## src/rtl/phase_sequencer.sv

```systemverilog
// Run/step/load control sequencer for a small stored-program machine.
// Moore FSM: HALT -> (LOAD | FETCH -> EXEC) with a completed-instruction counter.
module phase_sequencer (
  input  logic        clk,
  input  logic        resetBar,
  input  logic        run,
  input  logic        step,
  input  logic [7:0]  ir,
  input  logic        ldReq,
  output logic [1:0]  phase,
  output logic        fetchEn,
  output logic        execEn,
  output logic        loaderSel,
  output logic        loaderWrite,
  output logic        ldAck,
  output logic        halted,
  output logic [15:0] instrCount
);

  typedef enum logic [1:0] {
    HALT  = 2'd0,
    FETCH = 2'd1,
    EXEC  = 2'd2,
    LOAD  = 2'd3
  } phaseT;

  phaseT       stateReg, stateNext;
  logic        stepPrevReg;
  logic        stepPendingReg, stepPendingNext;
  logic        haltedReg, haltedNext;
  logic [15:0] instrCountReg;
  logic        stepEdge;
  logic        isHaltInstr;
  logic        enterFetch;

  assign stepEdge    = step & ~stepPrevReg;
  // HALT reuses the otherwise unused destination code 3'b111.
  assign isHaltInstr = (ir[3:1] == 3'b111);

  always_comb begin
    stateNext = stateReg;
    case (stateReg)
      HALT: begin
        if (ldReq)
          stateNext = LOAD;
        else if (run || stepPendingReg)
          stateNext = FETCH;
      end
      FETCH: stateNext = EXEC;
      EXEC: begin
        if (isHaltInstr)
          stateNext = HALT;
        else if (run)
          stateNext = FETCH;
        else
          stateNext = HALT;
      end
      LOAD:    stateNext = HALT;
      default: stateNext = HALT;
    endcase
  end

  assign enterFetch = (stateNext == FETCH);

  // A fresh edge wins over the clear so a press coinciding with a fetch is not lost.
  always_comb begin
    stepPendingNext = stepPendingReg;
    if (stepEdge)
      stepPendingNext = 1'b1;
    else if (enterFetch)
      stepPendingNext = 1'b0;
  end

  always_comb begin
    haltedNext = haltedReg;
    if (stateReg == EXEC && isHaltInstr)
      haltedNext = 1'b1;
    else if (stateReg == HALT && stateNext == FETCH)
      haltedNext = 1'b0;
  end

  always_ff @(posedge clk) begin
    if (!resetBar) begin
      stateReg       <= HALT;
      stepPrevReg    <= step;
      stepPendingReg <= 1'b0;
      haltedReg      <= 1'b0;
      instrCountReg  <= 16'd0;
    end else begin
      stateReg       <= stateNext;
      stepPrevReg    <= step;
      stepPendingReg <= stepPendingNext;
      haltedReg      <= haltedNext;
      if (stateReg == EXEC)
        instrCountReg <= instrCountReg + 16'd1;
    end
  end

  assign phase       = stateReg;
  assign fetchEn     = (stateReg == FETCH);
  assign execEn      = (stateReg == EXEC);
  assign loaderSel   = (stateReg == LOAD);
  assign loaderWrite = (stateReg == LOAD);
  assign ldAck       = (stateReg == LOAD);
  assign halted      = haltedReg;
  assign instrCount  = instrCountReg;

endmodule

```

## config.mk

```make
export PLATFORM = sky130hd
export DESIGN_NAME = phase_sequencer
export DESIGN_NICKNAME = d
export VERILOG_FILES = /design/src/rtl/phase_sequencer.sv
export SDC_FILE = /design/constraint.sdc
export NUM_CORES = 1
export LEC_CHECK = 0
export ABC_AREA = 1
export ABC_CLOCK_PERIOD_IN_PS = 2200
export CORE_ASPECT_RATIO = 0.75
export CORE_UTILIZATION = 40
export CTS_CLUSTER_DIAMETER = 50
export DETAILED_ROUTE_END_ITERATION = 10
export PLACE_DENSITY_LB_ADDON = 0.3
export SYNTH_ARGS = -nofsm -noshare
export SYNTH_HDL_FRONTEND = slang
export SYNTH_SLANG_ARGS = --single-unit
```

## constraint.sdc

```tcl
create_clock -name clk -period 2.2 [get_ports clk]
set_input_delay 0.44 -clock clk [delete_from_list [all_inputs] [get_ports clk]]
set_output_delay 0.44 -clock clk [all_outputs]
set_load 0.01 [all_outputs]
```

==> results_dict.tcl, run 1 <==
set metrics [dict create \
    ys_ff_latch 21 \
    status "complete, no violations" \
    synth_top_family_by_area "simple AND/OR/NAND/NOR gates" \
    drive_above_1_share_pct 9.34 \
    rsz0062_at_grt "false" \
    die_area_um2 2760 \
    cp_slowest_stage_delay_ns 0.54 \
    crit_end "execEn" \
    cts_hold_buf 0 \
    grt_overflow 0 \
    ys_async_sr_fraction_pct 0 \
    end_kind "output pin" \
    relSlewSlack_pct 77.3 \
    area.sequential_um2 420 \
    cellPowerDensity_nw_per_um2 492 \
    grt_usage_pct 18.2 \
    finalHoldViolations 0 \
    final_antenna_net_count 0 \
    synth_fa_ha_area_share_pct 1.22 \
    crit_path_start_kind "flop" \
    ys_types 23 \
    clkLatencyLatePin_ns 0.31 \
    cts_tree "yes" \
    r2r_slack_ns 0.82 \
    r2r_end "instrCount[15]" \
    netlist_top_cells_area "dfxtp_1 (41%), nand2_1 (12%), nor2_1 (8.4%)" \
    fin_skew_ns 0.00346 \
    cts_sinks 21 \
    ys_warn_count 0 \
    worstPathCellList "nand2_2 -> inv_2 -> clkdlybuf4s50_1" \
    grt_max_degree 13 \
    worstSetupPathType "reg -> out" \
    routed_via_density 4.55 \
    worstMarginPinSlew_ns 0.339 \
    numPortBuffers 31 \
    most-common-layout-cells "nand2_1 (34), clkdlybuf4s50_1 (31), nor2_1 (23)" \
    areaGrowthSynthToFinish_pct 36.1 \
    path_clk_slew_ns 0.12 \
    syn_nets 163 \
    finalSetupViolations 0 \
    dpl.hpwl_mm 1.77 \
    wl_per_cell_um 10.4 \
    hp-class "reg -> reg" \
    nFillCells 233 \
    grt_pass1_wl_mm 3.75 \
    ir_worst_vdd_mv 0.259 \
    crit_required_ns 1.76 \
    first_pass_iters 4 \
    period_needed_ns 2.05 \
    synth_area_leader_cell "dfxtp_1" \
    reg2regPathDepth 7 \
    num_rows 15 \
    synthMuxAreaShare_pct 0 \
    cts_resized 0 \
    timing.rr.start "instrCount[2]" \
    netlist_area_um2 1020 \
    cts_made_buffers 3 \
    postCtsSetupBuffers 0 \
    core_area_um2 2360 \
    avgSynthCellArea_um2 6.86 \
    max_freq_mhz 487 \
    antenna_cells 0 \
    fin_tns_setup_ns 0 \
    drv_cap 0 \
    ioPinCount 37 \
    synth-main-ff-cell "dfxtp_1" \
    start_util_pct 43.2 \
    ctsRootBufferMaster "clkbuf_4" \
    finalHoldWorstSlack_ns 0.473 \
    drcViolationCount 0 \
    synth_compound_area_share_pct 10.5 \
    htree_levels 1 \
    routed_wirelength_mm 2.25 \
    synth-edff-count 0 \
    synth-xor-area-share_pct 0.857 \
    die_w_um 60.4 \
    vias 982 \
    arrival_ns 1.61 \
    die_h_um 45.8 \
    crit_slowest_cell "clkdlybuf4s50_1" \
    final_nets 197 \
    multiInputGateArea_um2 493 \
    final_common_cell "nand2_1" \
    grt_pass1_vias 878 \
    antenna_found_initial 0 \
    synthCells 149 \
    gp_congestion 0.831 \
    ys_seq_area_share_pct 41.1 \
    synth.top_cell.area_share_pct 41.1 \
    critPathMaxFanout 7 \
    synthSimpleGateAreaFrac_pct 35.6 \
    total_leakage_power_nw 0.564 \
    startpoint "phase[1]" \
    drt_iter0_markers 48 \
    fin_crit_sh_pct 93.4 \
    finalMaxSlewViolations 0 \
    cts.path.max_buffers 2 \
]
==> registers in the layout (all words and copies together), names as in the netlist <==
| name | count |
|---|---|
| phase | 2 |
| halted | 1 |
| stepPendingReg | 1 |
| instrCount | 16 |
| stepPrevReg | 1 |
==> worst min path at each step <==
stage,startpoint,endpoint,slack (ns),cells after the start
global placement,stepPendingReg,stepPendingReg,0.45,2
floorplan,stepPendingReg,stepPendingReg,0.44,2
global route,stepPendingReg,stepPendingReg,0.52,2
finish,halted,halted,0.47,2
CTS,halted,halted,0.48,2
detailed placement,halted,halted,0.46,2
==> synthesized netlist by cell type, types with 2 or more instances <==
cell type and number:
nand3_2 2, a21oi_1 11, nor2_1 23, nand4_1 3, nand3_1 6, inv_2 3
inv_1 21, buf_4 2, dfxtp_1 21, o21ai_0 5, nor2_4 3, nor2_2 2
o21ai_1 4, nand2_1 34
==> worst max-delay path, delay by kind of cell, from the launching register on <==
| family | cells | cell delay [ns] |
|---|---|---|
| DFF | 1 | 0.48 |
| buffers and inverters | 2 | 0.66 |
| and+or+nand+nor | 1 | 0.16 |
==> per-stage QoR <==
stage	power (mW)	utilization [%]	instances	setup WS, ns	cell area [um^2]
after global routing	0.718	58.8	216	0.0601	1390
after detailed placement	0.504	57.7	212	0.502	1360
final	0.685	58.8	216	0.146	1390
after CTS	0.689	58.8	216	0.141	1390
after floorplan	0.455	-	149	0.944	1020
after global placement	0.501	57.7	212	0.526	1360
==> where the power goes <==
part / internal, mW / switching (mW)
logic: 0.0487 / 0.0461
registers: 0.390 / 0.0106
clock network: 0.0680 / 0.121
total: 0.507 / 0.178
==> final cells by class <==
class                   instances  area share [%]
clock buffers                   3            1.62
inverters                      24            6.47
clock inverters                 1           0.360
multi-input cells             101            35.4
well taps                      34            3.06
flip-flops and latches         21            30.2
repair buffers                 32            22.8
==> kinds of logic after synthesis <==
| group | after synthesis |
|---|---|
| and+or+nand+nor | 78 |
| DFF | 21 |
| xor gates and xnor gates | 1 |
| adders and majority gates | 1 |
| AOI/OAI and AO/OA | 21 |
| buffers and inverters | 27 |
==> layer usage <==
metal  up-vias  track usage [%]  share of wire, %
li1        525                -                 -
met1       420             24.5                51
met2        32             29.2                43
met3         5             5.40               4.7
met4         0             2.79               1.2
met5         -                0                 0
(Power assumes the default switching activity.)
==> inputs of run 2 (changes only) <==
--- a/config.mk
+++ b/config.mk
@@ -7,10 +7,12 @@
 export LEC_CHECK = 0
 export ABC_AREA = 1
 export ABC_CLOCK_PERIOD_IN_PS = 2200
+export CAP_MARGIN = 40
 export CORE_ASPECT_RATIO = 0.75
 export CORE_UTILIZATION = 40
 export CTS_CLUSTER_DIAMETER = 50
 export DETAILED_ROUTE_END_ITERATION = 10
+export HOLD_SLACK_MARGIN = 0.12
 export PLACE_DENSITY_LB_ADDON = 0.3
 export SYNTH_ARGS = -nofsm -noshare
 export SYNTH_HDL_FRONTEND = slang
==> results of run 2 <==
Same layout as run 1: the final DEF is identical, and so are final timing and power.
==> inputs of run 3 (changes only) <==
--- a/config.mk
+++ b/config.mk
@@ -10,6 +10,7 @@
 export CAP_MARGIN = 40
 export CORE_ASPECT_RATIO = 0.75
 export CORE_UTILIZATION = 40
+export CTS_BUF_LIST = sky130_fd_sc_hd__clkbuf_8 sky130_fd_sc_hd__clkbuf_16
 export CTS_CLUSTER_DIAMETER = 50
 export DETAILED_ROUTE_END_ITERATION = 10
 export HOLD_SLACK_MARGIN = 0.12
==> results_dict.tcl, run 3 (synthesis results as in run 1) <==
set metrics [dict create \
    rsz0062_at_grt "false" \
    fin_tns_setup_ns 0 \
    finalMaxSlewViolations 0 \
    crit_required_ns 1.76 \
    hp-start "halted" \
    largest_reg_flops 16 \
    start_util_pct 43.2 \
    drv_cap 0 \
    cts.path.max_buffers 2 \
    fin_area_um2 1410 \
    gp_congestion 0.831 \
    arrival_ns 1.55 \
    cp_slowest_stage_delay_ns 0.54 \
    final_nets 197 \
    final_antenna_net_count 0 \
    first_pass_iters 4 \
    setup_ws_ns 0.211 \
    vias 987 \
    period_needed_ns 1.99 \
    r2r_slack_ns 0.83 \
    routed_via_density 4.57 \
    core_area_um2 2360 \
    worstSetupPathType "reg -> out" \
    dp_worst_setup_slack_ns 0.502 \
    reg2regPathDepth 7 \
    drt_iter0_markers 49 \
    grt_pass1_vias 880 \
    postCtsSetupBuffers 0 \
    timing.rr.start "instrCount[2]" \
    hold_end "halted" \
    dpl.hpwl_mm 1.77 \
    numPortBuffers 31 \
    ctsRootBufferMaster "clkbuf_8" \
    nFillCells 227 \
    status "complete, no violations" \
    grt_max_degree 13 \
    power_mw 0.748 \
    fin_skew_ns 0.00371 \
    die_w_um 60.4 \
    finalSetupViolations 0 \
    num_rows 15 \
    most-common-layout-cells "nand2_1 (34), clkdlybuf4s50_1 (31), nor2_1 (23)" \
    antenna_found_initial 0 \
    total_leakage_power_nw 0.572 \
    finalHoldViolations 0 \
    r2r_end "instrCount[15]" \
    drive_above_1_share_pct 9.34 \
    path_clk_slew_ns 0.08 \
    grt_usage_pct 18.8 \
    antenna_cells 0 \
    place_area_um2 1360 \
    max_freq_mhz 503 \
    wl_per_cell_um 10.5 \
    die_h_um 45.8 \
    relSlewSlack_pct 77.1 \
    cts_hold_buf 0 \
    cts_sinks 21 \
    worstPathCellList "nand2_2 -> inv_2 -> clkdlybuf4s50_1" \
    end_kind "output pin" \
    critPathMaxFanout 7 \
    routed_wirelength_mm 2.27 \
    cts_tree "yes" \
    hp-class "reg -> reg" \
    cellPowerDensity_nw_per_um2 531 \
    grt_pass1_wl_mm 3.80 \
    worstMarginPinSlew_ns 0.342 \
    final_common_cell "nand2_1" \
    die_area_um2 2760 \
    cts_resized 0 \
    areaGrowthSynthToFinish_pct 37.9 \
    crit_path_start_kind "flop" \
    drcViolationCount 0 \
    worstHoldPathCells 2 \
    cts_made_buffers 3 \
    clkLatencyLatePin_ns 0.26 \
    htree_levels 1 \
    ir_worst_vdd_mv 0.325 \
    crit_slowest_cell "clkdlybuf4s50_1" \
    fin_crit_sh_pct 90.4 \
    grt_overflow 0 \
    ioPinCount 37 \
]
## run 3: per-layer routing
layer,track usage [%],share of wire (%),vias to the layer above
met1,24.7,51,432
met2,29.2,43,24
li1,-,-,524
met5,0,0,-
met3,5.40,4.0,7
met4,6.98,1.6,0
## run 3: how the worst max path moves through the flow
| stage | from | end | slack, ns | cells after the start |
|---|---|---|---|---|
| after global placement | phase[1] | execEn | 0.53 | 3 |
| after global routing | phase[1] | execEn | 0.13 | 3 |
| after detailed placement | phase[1] | execEn | 0.50 | 3 |
| after CTS | phase[1] | execEn | 0.21 | 3 |
| final | phase[1] | execEn | 0.21 | 3 |
| after floorplan | instrCount[1] | instrCount[12] | 0.94 | 8 |
## run 3: power breakdown
| part | internal [mW] | switching (mW) |
|---|---|---|
| clock | 0.126 | 0.127 |
| sequential | 0.390 | 0.0106 |
| combinational | 0.0487 | 0.0462 |
| total | 0.565 | 0.183 |
## run 3: stage by stage
step | std cells | hold slack [ns] | util [%]
final | 216 | 0.467 | 59.6
after global routing | 216 | 0.511 | 59.6
after CTS | 216 | 0.473 | 59.6
after detailed placement | 212 | 0.462 | 57.7
after global placement | 212 | 0.451 | 57.7
after floorplan | 149 | 0.439 | -
## run 3: cell type report
class                      count  area [um^2]  area share, %
timing repair buffer          32          318           22.5
clock inverter                 1         5.00          0.355
clock buffer                   3         41.3           2.93
tap                           34         42.5           3.02
sequential                    21          420           29.8
multi-input combinational    101          493           35.0
inverter                      24         90.1           6.39
## run 3: worst max-delay path: cells and delay by family (launching register included)
kind / cells / cell delay [ns]
flip-flops: 1 / 0.47
buffers and inverters: 2 / 0.66
AND/OR/NAND/NOR: 1 / 0.16
==> RTL edit, RTL diff (flow settings as in run 1) <==
Register the output `instrCount` once more, without a reset; this adds one clock of latency there. The other outputs are not delayed to match.
--- a/src/rtl/phase_sequencer.sv
+++ b/src/rtl/phase_sequencer.sv
@@ -103,7 +103,9 @@
   assign loaderWrite = (stateReg == LOAD);
   assign ldAck       = (stateReg == LOAD);
   assign halted      = haltedReg;
-  assign instrCount  = instrCountReg;
+  always_ff @(posedge clk) begin
+    instrCount <= instrCountReg;
+  end
 
 endmodule
 
Behaviour: not the same (a bounded check fails within 4 cycles, from zero or initial values and one cycle with resetBar low).
==> RTL edit against run 1 <==
First-iteration DRC count unchanged; worst setup slack improved by 0.049 ns; combinational power about the same; worst hold slack got worse by 0.12 ns; design area increased by 32%; global-route usage decreased by 1.1 points; power increased by 84%; wire length increased by 18%; die area increased by 36%; fmax increased by 2.4%; sequential cell count increased by 16; area after synthesis increased by 37%; non-clock buffer count unchanged.
==> RTL edit: results (changes against run 1) <==
final_layout:
  drive_above_1_share_pct: 8.92  # -0.42 points
  fin_nets: 227  # +15%
  insertedDiodeCount: 0  # unchanged
clock_network:
  cts_made_buffers: 5  # +2
  insertion_delay_ns: 0.29  # -0.02 ns
  post_cts_buffers: 0  # unchanged
  htree_num_levels: 2  # +1
  cts.clk_slew.worst_paths_ns: 0.07  # -0.05 ns
  clockRootBuffer: "clkbuf_8"
placement:
  dp.cells: 246  # +16%
  gp_congestion: 0.824  # -0.83%
  placed_area_um2: 1740  # +28%
  dpl.hpwl_um: 1970  # +11%
  dpl_worst_slack_ns: 0.502  # -0.000385 ns
grt:
  grt_max_degree: 14  # +1
  grtUsageMet3_pct: 5.90  # +0.51 points
  grt_use_met1_pct: 22.9  # -1.6 points
  antenna_found_initial: 0  # unchanged
  grtUsageMet2_pct: 24.3  # -4.9 points
  grt_use_total_pct: 17.0  # -1.1 points
  grt_pass1_wl_um: 4730  # +26%
  grt_pass1_vias: 1020  # +16%
routing:
  drtIter0Drc: 48  # unchanged
  wl_met1_um: 1400  # +21%
  wl_met3_um: 152  # +45%
  vias_per_cell: 4.67  # +2.7%
  met2_wirelength_um: 1040  # +8.2%
  dr.pass1.iters: 4  # unchanged
  routed_wl_um: 2640  # +18%
  dr_total_vias: 1181  # +20%
synthesis:
  ys_async_sr_fraction_pct: 0  # unchanged
  ys_top_cells_by_count: "nand2_1, dfxtp_1, nor2_1"
  synth_ff_type: "dfxtp_1"
  synth_area_leaders: "dfxtp_1, nand2_1, nor2_1, inv_1, a21oi_1"
  syn_inst: 177  # +19%
  synth_seq_area_share_pct: 52.8  # +12 points
  synth_cell_types: 20  # -13%
  postSynthNetCount: 191  # +17%
critical_path:
  cp-endpoint: "execEn"
  reg2reg_from: "instrCountReg[0]"
  crit_family: "buffers and inverters"
  crit_arrival_ns: 1.57  # -0.04 ns
  r2r-end: "instrCountReg[8]"
  worstRegToRegCells: 8  # +1
  ff2ff_setup_slack_ns: 0.75  # -0.07 ns
  critical_path.max_stage_delay_ns: 0.56  # +0.02 ns
  cp_max_fo: 7  # unchanged
  critical_path.startpoint: "phase[1]"
pwr:
  seqPwrFrac_pct: 55.3  # -3.2 points
  p_leak_nw: 0.726  # +29%
  ir_drop_mv: 0.413  # +59%
  comb_power_w: 0.0000949  # about the same
  switching_share_pct: 22.3  # -3.7 points
  switchingPower_w: 0.000281  # +58%
timing:
  max_slew_margin_pct: 80.7  # +3.4 points
  worst_pin_slew_ns: 0.287  # -0.0521 ns
  final.setup.worst_slack_ns: 0.195  # +0.0489 ns
  clock_skew_ns: 0.00584  # +0.00238 ns
run_status:
  status: "finished clean"
## RTL edit: logic make-up after synthesis
family	synth area share (%)
compound gates	5.88
xor+xnor	0.624
fa+ha+maj	0.891
buf+inv	8.47
flops	52.8
simple gates	31.4
## RTL edit: how the worst min path moves through the flow
stage	from	endpoint	slack, ns	cells past startpoint
floorplan	instrCountReg[15]	instrCount[15]	0.33	0
global placement	instrCountReg[15]	instrCount[15]	0.34	0
detailed placement	instrCountReg[15]	instrCount[15]	0.34	0
CTS	instrCountReg[15]	instrCount[15]	0.35	0
global route	instrCountReg[15]	instrCount[15]	0.36	0
finish	instrCountReg[15]	instrCount[15]	0.35	0
## RTL edit: cell type report
cell class / count / area [um2]
Clock buffer: 6 / 82.6
Clock inverter: 1 / 7.51
Fill cell: 320 / 1480
Inverter: 24 / 90.1
Multi-Input combinational cell: 113 / 544
Sequential cell: 37 / 741
Tap cell: 40 / 50.0
Timing Repair Buffer: 32 / 318
